## src/rtl/sum_tree_acc.sv

```systemverilog
// Registered adder tree summing NUM_INPUTS lanes per beat, followed by a frame
// accumulator (saturate or wrap) and a valid/ready output register.
module sum_tree_acc #(
  parameter int NUM_INPUTS = 12,
  parameter int DWIDTH     = 8,
  parameter int SIGNED     = 0,
  parameter int OWIDTH     = 24,
  parameter int SATURATE   = 1
) (
  input  logic                         clk,
  input  logic                         rst_n,
  input  logic [NUM_INPUTS*DWIDTH-1:0] i_dat_vector,
  input  logic                         i_dat_valid,
  input  logic                         i_dat_last,
  output logic                         o_in_ready,
  output logic [OWIDTH-1:0]            o_sum,
  output logic                         o_sum_valid,
  input  logic                         i_sum_ready,
  output logic                         o_ovf
);

  localparam int NUM_STAGES = $clog2(NUM_INPUTS);
  localparam int TW         = DWIDTH + NUM_STAGES;

  // Element count after s halving stages (odd leftovers pass through).
  function automatic int stage_cnt(input int s);
    int c;
    c = NUM_INPUTS;
    for (int k = 0; k < s; k++) c = (c + 1) / 2;
    return c;
  endfunction

  // Bit offset of stage s inside the flat tree register.
  function automatic int stage_off(input int s);
    int o;
    o = 0;
    for (int t = 1; t < s; t++) o = o + stage_cnt(t) * (DWIDTH + t);
    return o;
  endfunction

  localparam int TOTAL = stage_off(NUM_STAGES + 1);

  function automatic logic is_ovf(input logic [OWIDTH:0] v);
    if (SIGNED != 0) return v[OWIDTH] != v[OWIDTH-1];
    return v[OWIDTH];
  endfunction

  function automatic logic [OWIDTH-1:0] clamp(input logic [OWIDTH:0] v);
    if (!is_ovf(v) || SATURATE == 0) return v[OWIDTH-1:0];
    if (SIGNED == 0) return '1;
    return v[OWIDTH] ? {1'b1, {(OWIDTH-1){1'b0}}} : {1'b0, {(OWIDTH-1){1'b1}}};
  endfunction

  logic                  en;
  logic [TOTAL-1:0]      tree_dat_c;
  logic [TOTAL-1:0]      tree_dat_p;
  logic [NUM_STAGES:1]   vld_p;
  logic [NUM_STAGES:1]   last_p;

  assign en         = !o_sum_valid || i_sum_ready;
  assign o_in_ready = en;

  // Tree stages 1..NUM_STAGES: element i pairs with element i+ceil(n/2).
  for (genvar s = 1; s <= NUM_STAGES; s++) begin : g_stg
    localparam int NP    = stage_cnt(s - 1);
    localparam int N     = stage_cnt(s);
    localparam int WP    = DWIDTH + s - 1;
    localparam int W     = DWIDTH + s;
    localparam int OFF_I = (s == 1) ? 0 : stage_off(s - 1);
    localparam int OFF_O = stage_off(s);

    logic [NP*WP-1:0] din;

    if (s == 1) begin : g_in
      assign din = i_dat_vector;
    end else begin : g_mid
      assign din = tree_dat_p[OFF_I +: NP*WP];
    end

    for (genvar i = 0; i < N; i++) begin : g_node
      logic [W-1:0] a;
      assign a = {(SIGNED != 0) & din[i*WP+WP-1], din[i*WP +: WP]};
      if (i + N < NP) begin : g_add
        logic [W-1:0] b;
        assign b = {(SIGNED != 0) & din[(i+N)*WP+WP-1], din[(i+N)*WP +: WP]};
        assign tree_dat_c[OFF_O+i*W +: W] = a + b;
      end else begin : g_pass
        assign tree_dat_c[OFF_O+i*W +: W] = a;
      end
    end
  end

  always_ff @(posedge clk or negedge rst_n) begin
    if (!rst_n) begin
      tree_dat_p <= '0;
      vld_p      <= '0;
      last_p     <= '0;
    end else if (en) begin
      tree_dat_p <= tree_dat_c;
      vld_p[1]   <= i_dat_valid;
      last_p[1]  <= i_dat_valid & i_dat_last;
      for (int s = 2; s <= NUM_STAGES; s++) begin
        vld_p[s]  <= vld_p[s-1];
        last_p[s] <= last_p[s-1];
      end
    end
  end

  logic [TW-1:0]     tree_out;
  logic              tree_vld;
  logic              tree_last;
  logic [OWIDTH-1:0] acc;
  logic              first;
  logic              frame_ovf;
  logic [OWIDTH:0]   tree_ext;
  logic [OWIDTH:0]   base;
  logic [OWIDTH:0]   sum_c;
  logic              beat_ovf;
  logic [OWIDTH-1:0] acc_nxt;

  assign tree_out  = tree_dat_p[stage_off(NUM_STAGES) +: TW];
  assign tree_vld  = vld_p[NUM_STAGES];
  assign tree_last = last_p[NUM_STAGES];

  assign tree_ext = {{(OWIDTH+1-TW){(SIGNED != 0) & tree_out[TW-1]}}, tree_out};
  assign base     = first ? '0 : {(SIGNED != 0) & acc[OWIDTH-1], acc};
  assign sum_c    = base + tree_ext;
  assign beat_ovf = is_ovf(sum_c);
  assign acc_nxt  = clamp(sum_c);

  // Accumulator and output register stage.
  always_ff @(posedge clk or negedge rst_n) begin
    if (!rst_n) begin
      acc         <= '0;
      first       <= 1'b1;
      frame_ovf   <= 1'b0;
      o_sum       <= '0;
      o_ovf       <= 1'b0;
      o_sum_valid <= 1'b0;
    end else if (en) begin
      o_sum_valid <= 1'b0;
      if (tree_vld) begin
        if (tree_last) begin
          o_sum       <= acc_nxt;
          o_ovf       <= frame_ovf | beat_ovf;
          o_sum_valid <= 1'b1;
          acc         <= '0;
          first       <= 1'b1;
          frame_ovf   <= 1'b0;
        end else begin
          acc         <= acc_nxt;
          first       <= 1'b0;
          frame_ovf   <= frame_ovf | beat_ovf;
        end
      end
    end
  end

endmodule
```

## config.mk

```make
export PLATFORM = sky130hd
export DESIGN_NAME = sum_tree_acc
export DESIGN_NICKNAME = d
export VERILOG_FILES = /design/src/rtl/sum_tree_acc.sv
export SDC_FILE = /design/constraint.sdc
export NUM_CORES = 1
export LEC_CHECK = 0
export CELL_PAD_IN_SITES_DETAIL_PLACEMENT = 0
export CELL_PAD_IN_SITES_GLOBAL_PLACEMENT = 1
export CORE_MARGIN = 1
export CORE_UTILIZATION = 35
export CTS_BUF_LIST = sky130_fd_sc_hd__clkbuf_4 sky130_fd_sc_hd__clkbuf_8 sky130_fd_sc_hd__clkbuf_16
export DETAILED_ROUTE_END_ITERATION = 10
export HOLD_SLACK_MARGIN = 0.08
export PLACE_DENSITY = 0.68
export SETUP_SLACK_MARGIN = 0.4
export SYNTH_ARGS = -nofsm -noshare
export SYNTH_HDL_FRONTEND = slang
export SYNTH_SLANG_ARGS = --single-unit
export TNS_END_PERCENT = 10
```

## constraint.sdc

```tcl
create_clock -name clk -period 4.75 [get_ports clk]
set_input_delay 0.7125 -clock clk [delete_from_list [all_inputs] [get_ports clk]]
set_output_delay 0.7125 -clock clk [all_outputs]
set_load 0.01 [all_outputs]
```

==> results.cfg, run 1 <==
[outcome]
status = completed

[worst_hold_path]
hp-class = in -> async

[logic_synthesis]
synth_async_sr_flop_share_pct = 100
syn-cell-area_um2 = 11100
avgSynthCellArea_um2 = 9.06
synth_edf_count = 0
ys_ff_latch = 177
synth.area.top_cells = dfrtp_1, ha_1, a21oi_1
yosysSeqAreaShare_pct = 39.7
yosysTopAreaCell = dfrtp_1
synthCells = 1230
synth-main-ff-cell = dfrtp_1
synth.net_count = 1450
ys_types = 68
synth_top_area_share_pct = 39.5
ys_warn_count = 0

[critical_path]
worst-setup-path-type = reg -> reg
cp.buffers_inverters = 0
crit_path_start_kind = register
cpPeakStageDelay_ns = 0.94
rrSetupSlack_ns = 1.20
crit_chain = nor2b_1, ha_1, a2111oi_0, o21a_1, o211ai_1, and2_1, or2b_2, nand2_1, o22a_1
r2r_start = first
critical_path.startpoint = first
worst_ep_required_time_ns = 5.08
endpoint_kind = register
cp_data_arrival_time_ns = 3.88
crit_family = compound AO/OA/AOI/OAI gates
slowest_stage = dfstp_2
reg2reg_to = o_sum[17]
reg2reg_depth = 9
path_max_fanout = 34

[power_and_ir_drop]
ir_drop_mv = 0.294
power.internal_w = 0.00494
seqPwrFrac_pct = 30.7
p_clk_share_pct = 16.2
powerDensity_nw_per_um2 = 639
p_comb_share_pct = 53.1
p_switching_w = 0.00359
p_leak_nw = 6.07
p_sw_share_pct = 42.1

[sta]
finalCritPeriodShare_pct = 74.7
finalSetupTns_ns = 0
slew-limit-headroom_pct = 31.7
skew_ns = 0.0253
fmax_ghz = 0.282
min_period_ns = 3.55
setup_violations = 0
hold_viol = 0
slew_viol_final = 0
finalHoldWorstSlack_ns = 0.394
rsz0062_at_grt = no
timing_worst_slew_pin_value_ns = 1.03

[clock_network]
clk_pin_slew_ns = 0.08
clock_latency_ns = 0.45
cts-htree-levels = 4
post_cts_buffers = 0
cts.sinks = 177
cts_tree = yes
cts_buffers = 17
cts_resized = 0
ctsHoldBuffers = 0
clockBufferDepth = 2
root_buffer = clkbuf_16

[global_route]
antenna_found_initial = 2
grt_pass1_vias = 8751
grt_max_degree = 109
grt_pass1_wl_um = 44300
grt_use_total_pct = 16.9
grt-ovfl-total = 0

[floorplan]
chipWidth_um = 180
coreArea_um2 = 31000
die-area_um2 = 32600
rows = 64
io_pins = 128
die_height_um = 180
initial_core_util_pct = 36.0

[routing]
drt_wl_total_um = 26300
antenna_left = 0
routedWlPerCell_um = 15.1
drt_iter0_drc = 392
viasPerCell = 4.99
vias = 8710
drc = 0
drt_pass1_iterations = 4

[flow_run]
cap_violations = 0

[final_layout]
fin_util_pct = 43.1
layout-drive-gt1-share_pct = 5.49
nNetsFinal = 1556
fillers = 3075
mostFrequentLayoutCells = dfrtp_1, nand2_1, nor2_1, clkdlybuf4s50_1, a21oi_1
antennaDiodeCount = 0
syn_to_final_growth_pct = 19.9
seqCellArea_um2 = 4430
layout.cells.most_common = dfrtp_1
multi_input_area_um2 = 6290

[placed_design]
hpwl_um = 19700
port_buffers = 127
gp_congestion = 0.809
-- per-stage QoR --
stage | setup WS (ns) | power (W) | instance area (um^2) | instances
6_report | 1.20 | 0.00854 | 13400 | 1745
5_1_grt | 0.953 | 0.00938 | 13400 | 1745
4_1_cts | 1.19 | 0.00867 | 13400 | 1745
3_5_place_dp | 1.19 | 0.00723 | 12800 | 1713
3_3_place_gp | 1.28 | 0.00715 | 12800 | 1713
2_1_floorplan | 1.24 | 0.00593 | 11100 | 1230
-- per-layer routing --
layer | vias to the layer above | track usage [%] | routed length [um]
met5 | - | 0 | 13
met4 | 2 | 4.99 | 350
met3 | 24 | 2.93 | 862
met2 | 139 | 28.7 | 12500
met1 | 4036 | 21.9 | 12600
li1 | 4509 | - | -
-- synthesized netlist by cell type, drive strengths merged, types with 10 or more instances --
cell type and number:
a21boi 12, a21o 27, a21oi 116, a31oi 16, clkbuf 39, dfrtp 176
fa 12, ha 107, inv 63, mux2i 11, nand2 150, nand2b 21
nand3 10, nor2 127, nor2b 29, nor3b 14, o21ai 80, o31ai 15
or2 12, xnor2 25, xor2 35
-- worst max path at each step --
stage                endpoint  slack [ns]  cells past startpoint
floorplan           o_sum[23]        1.24                     12
global placement    o_sum[17]        1.28                      9
detailed placement  o_sum[15]        1.19                      9
CTS                 o_sum[17]        1.19                      9
global route        o_sum[13]        0.95                      9
finish              o_sum[17]        1.20                      9
-- power by group through the flow --
stage                     logic [W]  clock network, W  registers, W
final                       0.00453           0.00139       0.00262
after global routing        0.00518           0.00148       0.00271
after floorplan             0.00341                 0       0.00252
after global placement      0.00450                 0       0.00265
after detailed placement    0.00457                 0       0.00266
after CTS                   0.00460           0.00143       0.00263
-- cell families after synthesis --
group / share of synthesized area (%)
adders and majority gates: 14.2
and+or+nand+nor: 17.4
AOI/OAI and AO/OA: 18.8
muxes: 1.29
DFF: 39.7
xor gates and xnor gates: 4.71
buffers and inverters: 3.93
-- flip-flops by register name, summed over array words and instances, names as in the netlist, 4 cells and up --
name,cells
o_sum,24
last_p,4
tree_dat_p,117
acc,24
vld_p,4
-- cell type report --
type / count / share of cell area, %
clock buffer: 18 / 3.24
timing repair buffer: 134 / 10.0
tap: 396 / 3.71
inverter: 63 / 1.79
clock inverter: 14 / 1.09
sequential: 177 / 33.1
multi-input combinational: 943 / 47.0
No activity file was read; power rests on OpenSTA's default activity.
==> inputs of run 2 (changes only) <==
==> constraint.sdc (replaced) <==
create_clock -name clk -period 3.6 [get_ports clk]
set_input_delay 0.54 -clock clk [delete_from_list [all_inputs] [get_ports clk]]
set_output_delay 0.54 -clock clk [all_outputs]
set_load 0.01 [all_outputs]
==> results.cfg, run 2 (synthesis results as in run 1) <==
[sta]
timing_worst_slew_pin_value_ns = 0.835
finalCritPeriodShare_pct = 86.2
finalSetupTns_ns = 0
hold_viol = 0
slew_viol_final = 0
min_period_ns = 3.10
slew-limit-headroom_pct = 44.2
fmax_ghz = 0.322
rsz0062_at_grt = yes
timing.final.ws_setup_ns = 0.498
setup_violations = 0
skew_ns = 0.0167

[floorplan]
coreArea_um2 = 31000
io_pins = 128
chipWidth_um = 180
initial_core_util_pct = 36.0
rows = 64
die-area_um2 = 32600
die_height_um = 180

[power_and_ir_drop]
ir_drop_mv = 0.372
powerDensity_nw_per_um2 = 842
p_leak_nw = 6.10

[clock_network]
root_buffer = clkbuf_16
clockBufferDepth = 2
cts_tree = yes
cts-htree-levels = 4
clk_pin_slew_ns = 0.08
cts.sinks = 177
ctsHoldBuffers = 0
cts_buffers = 17
clock_latency_ns = 0.43

[critical_path]
reg2reg_depth = 9
worst-setup-path-type = reg -> reg
path_max_fanout = 15
cp_data_arrival_time_ns = 3.48
endpoint_kind = register
crit_path_start_kind = register
worst_ep_required_time_ns = 3.97

[routing]
viasPerCell = 4.97
drc = 0
vias = 8697
routedWlPerCell_um = 15.0
antenna_left = 0
drt_pass1_iterations = 4
drt_iter0_drc = 463
drt_wl_total_um = 26300

[global_route]
antenna_found_initial = 0
grt_pass1_wl_um = 44500
grt-ovfl-total = 0
grt_max_degree = 112
grt_pass1_vias = 8741
grt_use_total_pct = 16.8

[placed_design]
hpwl_um = 19700
place_ws_ns = 0.345
port_buffers = 127
gp_congestion = 0.808

[final_layout]
largest_reg_flops = 117
fillers = 3068
mostFrequentLayoutCells = dfrtp_1, nand2_1, nor2_1, clkdlybuf4s50_1, a21oi_1
regMostFlops = tree_dat_p
layout.cells.most_common = dfrtp_1
antennaDiodeCount = 0
fin_util_pct = 43.4
syn_to_final_growth_pct = 20.7
largestRegisters = tree_dat_p x117, acc x24, o_sum x24
layout-drive-gt1-share_pct = 6.05
nNetsFinal = 1562

[outcome]
status = completed

[worst_hold_path]
hp-class = in -> async

[flow_run]
cap_violations = 0
## run 2: final timing paths
path	start	endpoint	slack (ns)
min reg2reg	vld_p[3]	vld_p[4]	0.47
min	rst_n	o_sum[22]	0.08
max in group asynchronous	rst_n	tree_dat_p[91]	2.54
max reg2reg	first	acc[22]	0.50
max	first	acc[22]	0.50
min in group clk	vld_p[3]	vld_p[4]	0.47
## run 2: what timing repair did
item	CTS	global route
endpoints found under the setup margin	8	42
gates cloned	0	1
setup buffers	0	0
gates resized for setup	1	4
pin swaps	0	1
## run 2: layer usage
| layer | vias up | wire [um] | global-route usage, % |
|---|---|---|---|
| met5 | - | 0 | 0 |
| met4 | 0 | 247 | 3.83 |
| li1 | 4520 | - | - |
| met1 | 4034 | 12900 | 22.9 |
| met3 | 14 | 691 | 2.59 |
| met2 | 129 | 12400 | 28.1 |
## run 2: stage by stage
stage          hold slack (ns)  cells  area, um^2  power (W)
2_1_floorplan            0.244   1230       11200    0.00785
3_3_place_gp             0.450   1718       12800    0.00947
3_5_place_dp             0.455   1718       12800    0.00957
4_1_cts                 0.0927   1750       13400     0.0115
5_1_grt                  0.114   1751       13500     0.0125
6_report                0.0793   1751       13500     0.0113
## run 2: power by group
group          internal (W)  switching [W]
Clock              0.000943       0.000880
Combinational       0.00276        0.00332
Sequential          0.00288       0.000554
## run 2: layout make-up
type / instances / area, um^2 / share of cell area (%)
flip-flops and latches: 177 / 4430 / 33.0
repair buffers: 139 / 1390 / 10.3
well taps: 396 / 495 / 3.68
multi-input cells: 944 / 6320 / 47.0
inverters: 63 / 239 / 1.78
clock buffers: 18 / 439 / 3.26
clock inverters: 14 / 141 / 1.05
## run 2: critical path, stage by stage (launching register included)
cell and delay [ns]:
dfstp_4 0.72, nor2b_1 0.08, ha_1 0.33, o21a_1 0.16
o211ai_1 0.21, o211ai_1 0.34, and2_1 0.29, or2b_4 0.37
or3_2 0.44, nand4_1 0.09
